**src/rtl/fpu_issue_ctrl.sv**
```systemverilog
// fpu_issue_ctrl: issue/completion controller for the multi-cycle FP units.
// It accepts one FP op and latches its operands. It then pulses the start
// line of the selected unit and stalls the pipeline until that unit reports
// done or the per-op timeout expires. Finally it returns a registered result
// with a one-cycle strobe. Illegal opcodes complete at once with an error code.
//
// Handshake with the core: an op is presented by holding op_valid high with a
// non-zero op_code. The core must keep op_valid/op_code/op_a/op_b stable while
// stall is high. The op is consumed at the end of the first cycle in which
// stall is low after acceptance, which is the DONE cycle carrying res_valid.
// The unit side uses a one-cycle start pulse on unit_start[k]. unit_done[k] is
// sampled only while waiting on unit k. A level held over from an earlier op
// is harmless because it is never sampled before the matching start pulse.
module fpu_issue_ctrl #(
   parameter int WIDTH     = 32,
   parameter int NUM_UNITS = 3,
   parameter int OP_W      = 3,
   parameter int TIMEOUT   = 64
) (
   input  logic                       clk,
   input  logic                       rst,
   input  logic                       op_valid,
   input  logic [OP_W-1:0]            op_code,
   input  logic [WIDTH-1:0]           op_a,
   input  logic [WIDTH-1:0]           op_b,
   output logic                       stall,
   output logic                       res_valid,
   output logic [WIDTH-1:0]           res_data,
   output logic [1:0]                 res_err,
   output logic [NUM_UNITS-1:0]       unit_start,
   output logic [WIDTH-1:0]           unit_a,
   output logic [WIDTH-1:0]           unit_b,
   input  logic [NUM_UNITS-1:0]       unit_done,
   input  logic [NUM_UNITS*WIDTH-1:0] unit_result,
   output logic [1:0]                 dbg_state
);

   localparam int CNT_W = $clog2(TIMEOUT) + 1;

   localparam logic [1:0] ERR_OK      = 2'b00;
   localparam logic [1:0] ERR_ILLEGAL = 2'b01;
   localparam logic [1:0] ERR_TIMEOUT = 2'b10;

   typedef enum logic [1:0] {
      S_IDLE  = 2'd0,
      S_ISSUE = 2'd1,
      S_WAIT  = 2'd2,
      S_DONE  = 2'd3
   } state_t;

   state_t               state;
   logic [OP_W-1:0]      sel;
   logic [CNT_W-1:0]     wait_cnt;
   logic [NUM_UNITS-1:0] start_r;

   logic                 op_req;
   logic                 op_legal;
   logic [NUM_UNITS-1:0] start_vec;
   logic                 sel_done;
   logic [WIDTH-1:0]     sel_result;

   // Opcode decode for the incoming op and the mux for the selected unit's done and result
   always_comb begin
      op_req     = op_valid && (op_code != '0);
      op_legal   = (op_code <= OP_W'(NUM_UNITS));
      start_vec  = '0;
      sel_done   = 1'b0;
      sel_result = '0;
      for (int i = 0; i < NUM_UNITS; i++) begin
         start_vec[i] = (op_code == OP_W'(i + 1));
         if (sel == OP_W'(i)) begin
            sel_done   = unit_done[i];
            sel_result = unit_result[i*WIDTH +: WIDTH];
         end
      end
   end

   // Issue FSM: operand latching, start pulse, wait counter and registered result
   always_ff @(posedge clk) begin
      if (rst) begin
         state     <= S_IDLE;
         sel       <= '0;
         wait_cnt  <= '0;
         start_r   <= '0;
         unit_a    <= '0;
         unit_b    <= '0;
         res_valid <= 1'b0;
         res_data  <= '0;
         res_err   <= ERR_OK;
      end else begin
         start_r   <= '0;
         res_valid <= 1'b0;
         case (state)
            S_IDLE: begin
               if (op_req) begin
                  unit_a <= op_a;
                  unit_b <= op_b;
                  sel    <= op_code - OP_W'(1);
                  if (op_legal) begin
                     // Register the pulse now so it is visible during ISSUE
                     start_r <= start_vec;
                     state   <= S_ISSUE;
                  end else begin
                     res_valid <= 1'b1;
                     res_data  <= '0;
                     res_err   <= ERR_ILLEGAL;
                     state     <= S_DONE;
                  end
               end
            end
            S_ISSUE: begin
               wait_cnt <= '0;
               state    <= S_WAIT;
            end
            S_WAIT: begin
               if (sel_done) begin
                  res_valid <= 1'b1;
                  res_data  <= sel_result;
                  res_err   <= ERR_OK;
                  state     <= S_DONE;
               end else if (wait_cnt == CNT_W'(TIMEOUT - 1)) begin
                  res_valid <= 1'b1;
                  res_data  <= '0;
                  res_err   <= ERR_TIMEOUT;
                  state     <= S_DONE;
               end else begin
                  wait_cnt <= wait_cnt + CNT_W'(1);
               end
            end
            S_DONE: begin
               state <= S_IDLE;
            end
            default: begin
               state <= S_IDLE;
            end
         endcase
      end
   end

   // Stall covers op acceptance in IDLE plus ISSUE and WAIT, and releases in DONE
   always_comb begin
      stall = ((state == S_IDLE) && op_req) || (state == S_ISSUE) || (state == S_WAIT);
   end

   // The start pulse is suppressed in any reset cycle
   assign unit_start = start_r & {NUM_UNITS{~rst}};
   assign dbg_state  = state;

endmodule

```
**config.mk**
```make
export PLATFORM = sky130hd
export DESIGN_NAME = fpu_issue_ctrl
export DESIGN_NICKNAME = d
export VERILOG_FILES = /design/src/rtl/fpu_issue_ctrl.sv
export SDC_FILE = /design/constraint.sdc
export NUM_CORES = 1
export LEC_CHECK = 0
export ABC_AREA = 0
export CORE_ASPECT_RATIO = 0.75
export CORE_MARGIN = 3
export CORE_UTILIZATION = 36
export DETAILED_ROUTE_END_ITERATION = 7
export PLACE_DENSITY_LB_ADDON = 0.1
export SETUP_SLACK_MARGIN = 0.15
export SYNTH_ARGS = -nofsm -noshare
export SYNTH_HDL_FRONTEND = slang
export SYNTH_SLANG_ARGS = --single-unit
```
**constraint.sdc**
```tcl
create_clock -name clk -period 1.77 [get_ports clk]
set_input_delay 0.354 -clock clk [delete_from_list [all_inputs] [get_ports clk]]
set_output_delay 0.354 -clock clk [all_outputs]
set_load 0.02 [all_outputs]
```
==> reports/results.txt, run 1 <==
The flow ran to the end, but the final reports show violations. The checks that failed: setup timing. The most used flip-flop cell after synthesis is sky130_fd_sc_hd__dfxtp_1. Share of the synthesized area in the top cell type: 0.4335.

The worst hold path passes through 3 cells. The endpoint identified for the worst register-to-register timing path is res_data[26]$_SDFFE_PP0P_. In the post-synthesis netlist, the biggest area contributors are sky130_fd_sc_hd__dfxtp_1 (43%), sky130_fd_sc_hd__mux2i_1 (13%), sky130_fd_sc_hd__nand2_1 (9.3%). The number of different library cells in the post-synthesis netlist was 43. Yosys printed 0 warnings. For the overall track demand over capacity in global routing, the log shows 0.2093. From synthesis to final layout, the design area changed by 76.92%. The post-layout worst setup margin came out at -0.1911 ns. The post-synthesis async set-or-reset flop share was 0; the post-synthesis instance total was 614. The average instance in the mapped netlist occupies 8.575 µm². The worst hold path begins at op_code[0]. The pin slew with the least headroom to its limit was 0.6920 ns; the leakage component of the power was 0.004028 µW. The number of I/O port buffers is 273, and the post-route antenna net violation count is 0. The run gives 0 as the count of final hold-check violations.

For the overflow left after global routing, the log shows 0. The via count of the first global-routing pass came out at 5562. The floorplan step defined a core boundary enclosing 14030 µm². Counting instances in the post-synthesis netlist gives the leading cell types as sky130_fd_sc_hd__nand2_1 (131), sky130_fd_sc_hd__dfxtp_1 (114), sky130_fd_sc_hd__a21oi_1 (68), sky130_fd_sc_hd__mux2i_1 (66), sky130_fd_sc_hd__clkbuf_1 (39). IR analysis of the VDD net gives a maximum drop of 0.8332 mV.

The share of cells above drive strength 1 is 0.1352. During I/O placement, the number of pins put on the boundary was 274. Count of flip-flops with a built-in enable after synthesis: 0. The instance area at placement was 8471 µm².

Required time reported for the critical path endpoint: 1.42 ns. The floorplan row count is 37, and the cts-stage hold buffer count is 0. The maximum fanout encountered on the critical timing path came out at 2.

The portion of the clock cycle consumed by the worst path in the final layout was 1.108; the area of combinational cells with multiple inputs was 2945 µm². Summing all flip-flop and latch instances after layout gives 2300 µm². STA classifies the critical path endpoint as an output port. The cell area that synthesis handed to floorplanning was 5265 µm².

The root buffer selected by CTS is sky130_fd_sc_hd__clkbuf_16. The detailed-route vias per instance is 4.886, and the count of inserted antenna diode cells is 0. The kind of path behind the tightest hold check is input port to flop. The routed design could run at a clock period as short as 1.961 ns. In this run the power density over the cells is 1171 nW/µm². Detailed placement finished with a half-perimeter wire length of 12.52 mm. sky130_fd_sc_hd__nand2_1 is the most common cell in the netlist.

Top cell type by total area after synthesis: sky130_fd_sc_hd__dfxtp_1. Final routed wire length divided by cell count: 15.72 µm. The routed layout has 5433 vias. Final cell area excluding filler cells: 9315 µm².

The run gives 0.8018 as the final weighted congestion in routability-driven placement. Clock-pin slew was measured on the worst setup and hold paths at 0.05 ns. The synthesized netlist net count is 792, and the final wirelength is 17.48 mm. The clock reaches the later pin of the worst-skew pair after 0.40 ns. The kind of start point of the critical path was a flop. TritonCTS built the clock tree.

Setup violations remaining at the end of the flow were counted as 16. Measured along the x axis, the die boundary spans 145.6 µm. For the maximum level of the CTS H-tree, the log shows 4.

The number of cells traversed by the worst register-to-register path works out to 8. The worst hold path terminates at sel[0]$_SDFFE_PP0P_. From bottom edge to top edge, the die measures 110.7 µm.

Entering global routing, the biggest net connects 87 pins. The max-slew violation count is 0. Counting the buffers created by CTS gives 17. The longest clock path from root to sink contains 2 buffers.

For this design, the sink count on the clock tree is 114. After the first detailed-routing iteration, the DRC count stood at 255. Worst slew margin relative to its limit: 0.5387. The net count reported at finish was 1084.

The critical path in this run is classified as flop to output port. The logs give -0.7902 ns for the post-placement setup slack and 4 for the number of search-and-repair iterations in the first detailed-routing pass. The global-route wire length before repair is 28.03 mm, and the effective utilization at floorplan is 0.3753.

For the fraction of the core area covered by cells at the end of the flow, the log shows 0.6641. The die covers 16130 µm². The completed layout was analyzed and its total power is 10910 µW. The maximum frequency from static timing analysis was 509.9 MHz. The post-synthesis sequential element count was 114; the proportion of synthesized chip area in sequential cells was 0.4335. The number of filler cells placed in the layout was 1221; the setup slack of the worst register-to-register path was -0.02 ns. Startpoint of the worst register-to-register path: dbg_state[1]$_SDFFE_PP0P_. The run gives 0 as the max capacitance violation total. The logs give 0.01122 ns for the clock tree skew after final layout and 0 for the number of design rule violations left after detail routing. Data arrival time at the worst-slack endpoint: 1.61 ns. The smallest hold slack is 0.2719 ns.

Setup repair after global routing could not meet its margin everywhere. Initial antenna violation count: 0.
metal layers:
layer,GRT usage,up-vias,routed length (µm)
met5,0,-,0
met4,0.06388,0,272
met3,0.06947,19,1226
met2,0.3628,166,8800
met1,0.2463,2535,7177
li1,-,2713,-
sequential cells by signal (all words and copies together), names as in the netlist:
name / count
start_r: 3
unit_b: 32
dbg_state: 2
res_err: 2
res_data: 32
unit_a: 32
wait_cnt: 7
sel: 3
res_valid: 1
stage by stage:
| stage | std cells | setup TNS [ns] |
|---|---|---|
| 2_1_floorplan | 614 | 0 |
| 3_3_place_gp | 1064 | -52.95 |
| 3_5_place_dp | 1064 | -57.42 |
| 4_1_cts | 1106 | -0.4436 |
| 5_1_grt | 1112 | -1.831 |
| 6_report | 1112 | -0.3481 |
what timing repair did:
action,CTS,global route
endpoints found under the setup margin,210,110
gates cloned,4,0
pin swaps,7,5
resized for setup,141,17
buffers inserted,8,6
logic make-up after synthesis:
family / share of synthesized area
AO/OA/AOI/OAI: 0.1519
multiplexers: 0.1298
flip-flops: 0.4335
XOR/XNOR: 0.001664
buffers and inverters: 0.04776
adder cells (fa/ha/maj): 0.02139
AND/OR/NAND/NOR: 0.2141
how the worst max path moves through the flow:
stage	startpoint	to	slack [ns]	cells past startpoint
5_1_grt	dbg_state[1]$_SDFFE_PP0P_	stall	-0.23	5
4_1_cts	dbg_state[0]$_SDFFE_PP0P_	stall	-0.21	5
6_report	dbg_state[1]$_SDFFE_PP0P_	stall	-0.19	5
2_1_floorplan	dbg_state[1]$_SDFFE_PP0P_	stall	0.005	6
3_3_place_gp	op_code[1]	stall	-0.78	7
3_5_place_dp	op_code[1]	stall	-0.79	7
worst max-delay path: stages (launching register included):
cell,delay [ns]
sky130_fd_sc_hd__dfxtp_4,0.36
sky130_fd_sc_hd__inv_4,0.04
sky130_fd_sc_hd__ha_4,0.16
sky130_fd_sc_hd__and3_4,0.15
sky130_fd_sc_hd__or3_4,0.36
sky130_fd_sc_hd__buf_6,0.14
cell type report:
class                      instances  share of cell area
clock buffer                      21             0.05158
clock inverter                     9             0.01115
inverter                           5            0.002821
multi-input combinational        443              0.3162
sequential                       114              0.2469
tap                              195             0.02619
timing repair buffer             325              0.3452
where the power goes:
| group | leakage [µW] | internal (µW) | switching, µW |
|---|---|---|---|
| registers | 0.000932 | 2900 | 180 |
| logic | 0.00281 | 2200 | 2260 |
| clock network | 0.000291 | 2200 | 1170 |
layout by cell type (no fill, tap or decap), types with 2 or more instances in the layout:
cell type and n:
sky130_fd_sc_hd__nand2b_1 36, sky130_fd_sc_hd__o211ai_1 4, sky130_fd_sc_hd__dfxtp_2 2, sky130_fd_sc_hd__nand3_2 2, sky130_fd_sc_hd__o2bb2ai_1 32, sky130_fd_sc_hd__dlygate4sd2_1 104
sky130_fd_sc_hd__nor2_1 10, sky130_fd_sc_hd__buf_16 3, sky130_fd_sc_hd__nand4_1 2, sky130_fd_sc_hd__nor2b_1 9, sky130_fd_sc_hd__a211oi_1 3, sky130_fd_sc_hd__dfxtp_1 108
sky130_fd_sc_hd__clkdlybuf4s50_1 164, sky130_fd_sc_hd__a21oi_1 68, sky130_fd_sc_hd__clkbuf_8 4, sky130_fd_sc_hd__buf_4 29, sky130_fd_sc_hd__nand3_1 34, sky130_fd_sc_hd__clkbuf_2 3
sky130_fd_sc_hd__mux2i_1 65, sky130_fd_sc_hd__inv_4 5, sky130_fd_sc_hd__clkbuf_16 17, sky130_fd_sc_hd__ha_4 4, sky130_fd_sc_hd__clkinv_2 3, sky130_fd_sc_hd__or3_1 3
sky130_fd_sc_hd__dfxtp_4 4, sky130_fd_sc_hd__nand2_1 131, sky130_fd_sc_hd__buf_6 10, sky130_fd_sc_hd__and3_1 2, sky130_fd_sc_hd__bufinv_16 2, sky130_fd_sc_hd__ha_1 5
sky130_fd_sc_hd__a22o_4 3, sky130_fd_sc_hd__buf_12 11, sky130_fd_sc_hd__mux2_4 2
Power figures use the tool's default switching activity.
==> run 2: changes to the inputs <==
GPL_ROUTABILITY_DRIVEN = 0   (was unset)
REMOVE_ABC_BUFFERS = 1   (was unset)
==> run 2 against run 1 <==
  * The flow still finishes with violations (setup timing)
  * Wire length up 6.3%
  * First-iteration DRC count down 26%
  * Combinational power up 4%
  * Sequential share of layout area down 0.21 points
  * Via count up 2.4%
  * Power up 1.5%
  * Critical path depth unchanged
  * Final cell count up 0.81%
  * Sequential power about the same
  * Global-route usage up 0.54 points
  * Largest power group unchanged
  * Highest routed layer unchanged
==> reports/results.txt, run 2 (same netlist as run 1, synthesis figures left out) <==
The total stage count of the critical path was 5 (unchanged). The routed via count was 5566 (+2.4%). The critical path is of the input port to output port type.

Data arrival time at the worst-slack endpoint: 1.58 ns (-0.03 ns). Setup repair after global routing could not meet its margin everywhere. The maximum fanout encountered on the critical timing path was 2 (unchanged); the post-route setup TNS was -2.664 ns (-2.316 ns). For the global-route wire length before repair, the log shows 28.59 mm (+2.0%). The run gives 5583 (+0.38%) as the via count of the first global-routing pass. The slowest stage of the critical path is the sky130_fd_sc_hd__clkdlybuf4s50_1 cell. The detailed-route vias per instance was 4.965 (+1.6%); the clock tree skew after final layout was 0.007804 ns (-0.003420 ns). The final reports fail on setup timing. The tools report the number of filler cells placed in the layout as 1178 (-3.5%).

Leaving out fill and tap cells, the most frequent cells in the layout are sky130_fd_sc_hd__clkdlybuf4s50_1 (165), sky130_fd_sc_hd__nand2_1 (131), sky130_fd_sc_hd__dfxtp_1 (108), sky130_fd_sc_hd__dlygate4sd2_1 (105), sky130_fd_sc_hd__a21oi_1 (67). The most common cell after layout, fill and taps aside is sky130_fd_sc_hd__clkdlybuf4s50_1. Detailed route wirelength on metal3: 1.083 mm (-12%).

The logs give 0 (unchanged) for the max-slew violation count and 12.69 mm (+1.3%) for the placed wire-length estimate. The final critical delay including setup and external delays was 1.937 ns (-0.02430 ns). The flow ran to the end, but the final reports show violations.

The clock-pin slew reported for the worst setup and hold paths after clock tree synthesis was 0.06 ns (about the same). The run gives 1.42 ns (about the same) as the required time reported for the critical path endpoint. Power density over cell area: 1184 nW/µm² (+1.1%). The number of search-and-repair iterations in the first detailed-routing pass was 4 (unchanged). The sum of buffers and inverters on the critical path works out to 2 (unchanged). The pin slew with the least headroom to its limit was 0.6391 ns (-0.05288 ns); the max capacitance violation total was 0 (unchanged).

The kind of start point of the critical path was an input port. The depth of the worst hold-timing path is 2 (-1). The nature of the critical path endpoint is an output port. The portion of the clock cycle consumed by the worst path in the final layout is 1.094 (-0.01373). Count of inserted antenna diode cells: 0 (unchanged).

The cell family contributing the most delay on the critical path is simple AND/OR/NAND/NOR gates. Post-placement setup slack: -0.7426 ns (+0.04765 ns). After detailed routing, no signal wire sits above met4. The share of cells above drive strength 1 is 0.1436 (+0.008405). Relative to the synthesized area, the layout overhead comes to 77.69%.

Peak supply drop: 0.7814 mV (-6.2%). Maximum level of the CTS H-tree: 4 (unchanged). The number of I/O port buffers was 273 (unchanged).

For the final wirelength, the log shows 18.57 mm (+6.3%). The net count reported at finish was 1091 (+0.65%). The tree is rooted in a sky130_fd_sc_hd__clkbuf_16.

The maximum frequency from static timing analysis is 516.3 MHz (+1.3%). For the post-route antenna net violation count, the log shows 0 (unchanged). Walking the worst path, the cells encountered are clkdlybuf4s50_1 -> nand2b_4 -> and3_4 -> or3_4 -> buf_6. The total die area was 16130 µm² (unchanged).

For the worst slew margin relative to its limit, the log shows 0.5739 (+0.03525). The run gives 7.715 mm (+7.5%) as the met1 routed wirelength after detailed routing. The core outline area was 14030 µm² (unchanged); the width of the chip was 145.6 µm (unchanged). The run gives 17 (unchanged) as the CTS buffer count.

TritonCTS built the clock tree. The tools report the effective utilization at floorplan as 0.3753 (unchanged). The worst-skew pair later-pin latency is 0.40 ns (about the same), and the count of final hold-check violations is 0 (unchanged).

The largest stage delay on the critical path was 0.44 ns (+0.08 ns). The total chip power is 11080 µW (+1.5%). Final-report setup violation count: 34 (+18). The number of design rule violations left after detail routing is 0 (unchanged).

The die boundary height was 110.7 µm (unchanged); the post-layout worst setup margin was -0.1668 ns (+0.02430 ns). The wire length on met2 is 9.472 mm (+7.6%), and the number of cells traversed by the worst register-to-register path is 10 (+2). For the initial antenna violation count, the log shows 0 (unchanged). The run gives 0.2147 (+0.005383) as the overall track demand over capacity in global routing. The run gives 2 (unchanged) as the maximum clock insertion buffer count. For the floorplan row count, the log shows 37 (unchanged). The final routed wire length divided by cell count was 16.57 µm (+5.4%). The logs give 274 (unchanged) for the count of pins on the block boundary and 0 (unchanged) for the overflow left after global routing. The largest registers in the layout are res_data (32), unit_a (32), unit_b (32). Count of clock tree sinks: 114 (unchanged). Kind of path behind the tightest hold check: input port to flop.

The leakage component of the power was 0.004051 µW (+0.57%); the violation count after the first detailed-route iteration was 188 (-26%). Largest net degree at the start of global routing: 69 (-21%).
-- run 2: path summary, 6_finish.rpt --
check	start	slack (ns)	end
worst max register to register	dbg_state[0]$_SDFFE_PP0P_	-0.12	res_data[0]$_SDFFE_PP0P_
worst min register to register	unit_b[13]$_SDFFE_PP0P_	0.45	unit_b[13]$_SDFFE_PP0P_
worst max-delay path	op_code[2]	-0.17	stall
worst min-delay path	rst	0.16	unit_a[4]$_SDFFE_PP0P_
-- run 2: metrics by stage --
stage | area (µm²) | utilization | hold slack (ns) | instances
global placement | 8372 | 0.5968 | 0.4337 | 1065
floorplan | 5032 | - | 0.4231 | 561
global route | 9355 | 0.6669 | 0.1481 | 1121
detailed placement | 8372 | 0.5968 | 0.4422 | 1065
finish | 9355 | 0.6669 | 0.1585 | 1121
CTS | 9114 | 0.6497 | 0.1474 | 1108
-- run 2: report_power, final --
| group | leakage, µW | switching (µW) | internal, µW |
|---|---|---|---|
| Combinational | 0.00284 | 2330 | 2290 |
| Clock | 0.000283 | 1350 | 2020 |
| Sequential | 0.000930 | 186 | 2890 |
-- run 2: routing by layer --
metal | track usage | up-vias
met1 | 0.2504 | 2652
met5 | 0 | -
met3 | 0.06866 | 23
li1 | - | 2730
met2 | 0.3771 | 161
met4 | 0.06515 | 0
-- run 2: cell type report --
cell class | instances | area [µm²] | share of cell area
clock buffers | 18 | 439.2 | 0.04694
clock inverters | 14 | 146.4 | 0.01565
inverters | 5 | 18.77 | 0.002006
multi-input cells | 442 | 2933 | 0.3135
flip-flops and latches | 114 | 2290 | 0.2448
well taps | 195 | 244.0 | 0.02608
repair buffers | 333 | 3284 | 0.3511
-- run 2: timing repair --
action | in CTS | in global routing
setup buffers | 8 | 10
hold buffers | 0 | 0
setup endpoints to repair | 215 | 58
gates cloned | 3 | 3
resized for setup | 150 | 26
pin swaps | 4 | 15
-- run 2: worst register-to-register path: stages (launching register included) --
cell and delay, ns:
sky130_fd_sc_hd__dfxtp_2 0.33, sky130_fd_sc_hd__inv_2 0.05, sky130_fd_sc_hd__buf_6 0.11, sky130_fd_sc_hd__ha_4 0.15
sky130_fd_sc_hd__buf_4 0.13, sky130_fd_sc_hd__buf_6 0.12, sky130_fd_sc_hd__o311a_4 0.13, sky130_fd_sc_hd__a22o_4 0.31
sky130_fd_sc_hd__buf_12 0.15, sky130_fd_sc_hd__clkbuf_16 0.16, sky130_fd_sc_hd__mux2i_1 0.12
==> run 3: changes to the inputs <==
CORE_ASPECT_RATIO = 0.9   (was 0.75)
SLEW_MARGIN = 0   (was unset)
==> run 3 against run 2 <==
  * The flow still finishes with violations (setup timing)
  * Flip-flop and latch count stayed put
  * First-iteration DRC count is 6.9% higher
  * Via count is 0.38% lower
==> reports/results.txt, run 3 (same netlist as run 1, synthesis figures left out) <==
The violation count after the first detailed-route iteration is 201 (+6.9%), and the global-route wire length before repair is 28.16 mm (-1.5%). The CTS buffer count is 17 (unchanged), and the maximum fanout encountered on the critical timing path is 2 (unchanged). For the smallest hold slack, the log shows 0.1941 ns (+0.03560 ns). The logs give -1.971 ns (+0.6938 ns) for the post-route setup TNS and -0.08 ns (+0.04 ns) for the setup slack of the worst register-to-register path.

The largest registers in the layout are res_data (32), unit_a (32), unit_b (32). The switching portion of total power was 0.3302 (-0.01967); the detailed-route vias per instance was 4.938 (-0.55%). The number of I/O port buffers was 273 (unchanged); the final routed wire length divided by cell count was 16.21 µm (-2.2%). The depth of the worst hold-timing path was 2 (unchanged). The logic gate share of total power was 0.414 (-0.004); the sequential group share of total power was 0.275 (-0.003). The die boundary height came out at 120.7 µm (+9.0%).

The worst-skew pair later-pin latency came out at 0.41 ns (about the same). The maximum clock insertion buffer count was 2 (unchanged); the floorplan row count was 41 (+11%). The tools report the via count of the first global-routing pass as 5709 (+2.3%). The worst register-to-register path begins at dbg_state[0]$_SDFFE_PP0P_.

CTS placed an instance of sky130_fd_sc_hd__clkbuf_16 at the clock tree root. In this run the worst hold path is classified as input port to flop. The power share of the clock group was 0.312 (+0.007); the overflow left after global routing was 0 (unchanged).

The total die area is 16110 µm² (about the same). The number of design rule violations left after detail routing was 0 (unchanged). The worst min-delay path startpoint is rst. Effective utilization at floorplan: 0.3719 (-0.003483). TritonCTS built the clock tree. Peak supply drop: 0.7182 mV (-8.1%).

Setup repair after global routing could not meet its margin everywhere. The number of cells traversed by the worst register-to-register path was 10 (unchanged). The tools report the count of pins on the block boundary as 274 (unchanged). The run gives 0 (unchanged) as the initial antenna violation count. The worst setup path is captured at an output port.

The maximum frequency from static timing analysis came out at 516.4 MHz (about the same). The number of search-and-repair iterations in the first detailed-routing pass is 4 (unchanged). The required time reported for the critical path endpoint came out at 1.42 ns (about the same).

The tools report the worst flop-to-flop path endpoint as res_data[30]$_SDFFE_PP0P_. The logs give 0.004109 µW (+1.4%) for the leakage component of the power and 0 (unchanged) for the max-slew violation count. Overall track demand over capacity in global routing: 0.2179 (+0.003244). For this design, the slowest cell found on the critical path is sky130_fd_sc_hd__dfxtp_2.

The worst slew margin relative to its limit was 0.5235 (-0.05041); the portion of the clock cycle consumed by the worst path in the final layout was 1.094 (about the same). The run gives 0.01053 ns (+0.002730 ns) as the clock tree skew after final layout. For the cell internal power dissipation, the log shows 7471 µW (+3.7%).

The tools report the count of clock tree sinks as 114 (unchanged). The final wirelength is 18.21 mm (-2.0%), and the relative area change from synthesis to final layout is 79.97%. In the layout the commonest cells are sky130_fd_sc_hd__clkdlybuf4s50_1 (165), sky130_fd_sc_hd__nand2_1 (131), sky130_fd_sc_hd__dfxtp_1 (109), sky130_fd_sc_hd__dlygate4sd2_1 (104), sky130_fd_sc_hd__a21oi_1 (67).

The placed wire-length estimate is 12.68 mm (about the same). The clock-pin slew reported for the worst setup and hold paths after clock tree synthesis is 0.05 ns (about the same), and the post-route antenna net violation count is 0 (unchanged). For the count of inserted antenna diode cells, the log shows 0 (unchanged). The logs give 1096 (+0.46%) for the net count reported at finish and 27 (-21%) for the final-report setup violation count. The tools report the core outline area as 14160 µm² (+0.94%). The run gives 69 (unchanged) as the largest net degree at the start of global routing. The library cell used most frequently in the layout, excluding fill and tap cells, is sky130_fd_sc_hd__clkdlybuf4s50_1.

The net switching power was 3682 µW (-5.0%); the total area of sequential cells was 2288 µm² (about the same). Share of cells above drive strength 1: 0.1495 (+0.005834). Power density over cell area: 1177 nW/µm² (-0.58%). The maximum level of the CTS H-tree is 4 (unchanged). The worst setup path is launched from a flop.

The final reports fail on setup timing. The number of filler cells placed in the layout is 1180 (+0.17%), and the final critical delay including setup and external delays is 1.937 ns (-0.0002250 ns). The flow ran to the end, but the final reports show violations. The tools report the post-layout worst setup margin as -0.1666 ns (+0.0002250 ns).

The worst hold path terminates at sel[0]$_SDFFE_PP0P_. The count of final hold-check violations is 0 (unchanged), and the width of the chip is 133.5 µm (-8.4%). The tools report the area of combinational cells with multiple inputs as 2988 µm² (+1.9%). Kind of critical path: flop to output port. The largest stage delay on the critical path was 0.33 ns (-0.11 ns); the data arrival time at the worst-slack endpoint was 1.58 ns (about the same). The signal on the critical path passes through inv_2 -> ha_4 -> and3_4 -> or3_4 -> buf_6. The max capacitance violation total came out at 0 (unchanged).

The pin slew with the least headroom to its limit was 0.7148 ns (+0.07561 ns); the routed via count was 5545 (-0.38%).
## run 3: layout make-up
cell class                      instances  area share
Timing Repair Buffer                  338      0.3522
Multi-Input combinational cell        442      0.3153
Sequential cell                       114      0.2415
Clock buffer                           20     0.04925
Tap cell                              193     0.02549
Clock inverter                         11     0.01426
Inverter                                5    0.001981
## run 3: how the worst max path moves through the flow
| stage | from | to | slack (ns) | depth (start not counted) |
|---|---|---|---|---|
| 4_1_cts | dbg_state[0]$_SDFFE_PP0P_ | stall | -0.17 | 5 |
| 3_5_place_dp | op_code[0] | stall | -0.78 | 7 |
| 2_1_floorplan | sel[1]$_SDFFE_PP0P_ | res_err[0]$_SDFFE_PP0P_ | -1.85 | 4 |
| 3_3_place_gp | op_code[0] | stall | -0.75 | 7 |
| 6_report | dbg_state[0]$_SDFFE_PP0P_ | stall | -0.17 | 5 |
| 5_1_grt | dbg_state[1]$_SDFFE_PP0P_ | stall | -0.22 | 5 |
## run 3: per-stage QoR
step	total power (µW)	utilization	std cells	setup slack, ns	area [µm²]
after floorplan	5127	-	561	-1.855	5032
after global placement	6898	0.5922	1065	-0.7474	8384
after detailed placement	6984	0.5922	1065	-0.7779	8384
after CTS	11040	0.6586	1118	-0.1732	9325
after global routing	11710	0.6692	1123	-0.2217	9475
final	11150	0.6692	1123	-0.1666	9475
## run 3: critical path: cells and delay by family, from the launching register on
kind	cells	cell delay, ns
fa+ha+maj	1	0.15
buf+inv	2	0.19
simple gates	2	0.50
flops	1	0.33
## run 3: timing repair
item,in CTS,in global routing
gates cloned,3,0
endpoints found under the setup margin,215,113
buffers inserted,19,5
pin swaps,17,11
resized for setup,167,27
hold buffers,0,0
hold endpoints to repair,0,0
## run 3: power groups by stage
stage          Clock [µW]  Combinational, µW  Sequential, µW
3_5_place_dp            0               3880            3110
2_1_floorplan           0               1590            3540
3_3_place_gp            0               3810            3090
6_report             3480               4610            3070
5_1_grt              3670               4940            3100
4_1_cts              3540               4440            3060
## run 3: metal layers
| metal | global-route usage | share of wire |
|---|---|---|
| met3 | 0.07404 | 0.061 |
| met2 | 0.4007 | 0.54 |
| met1 | 0.2352 | 0.38 |
| met5 | 0 | 0 |
| met4 | 0.07005 | 0.016 |
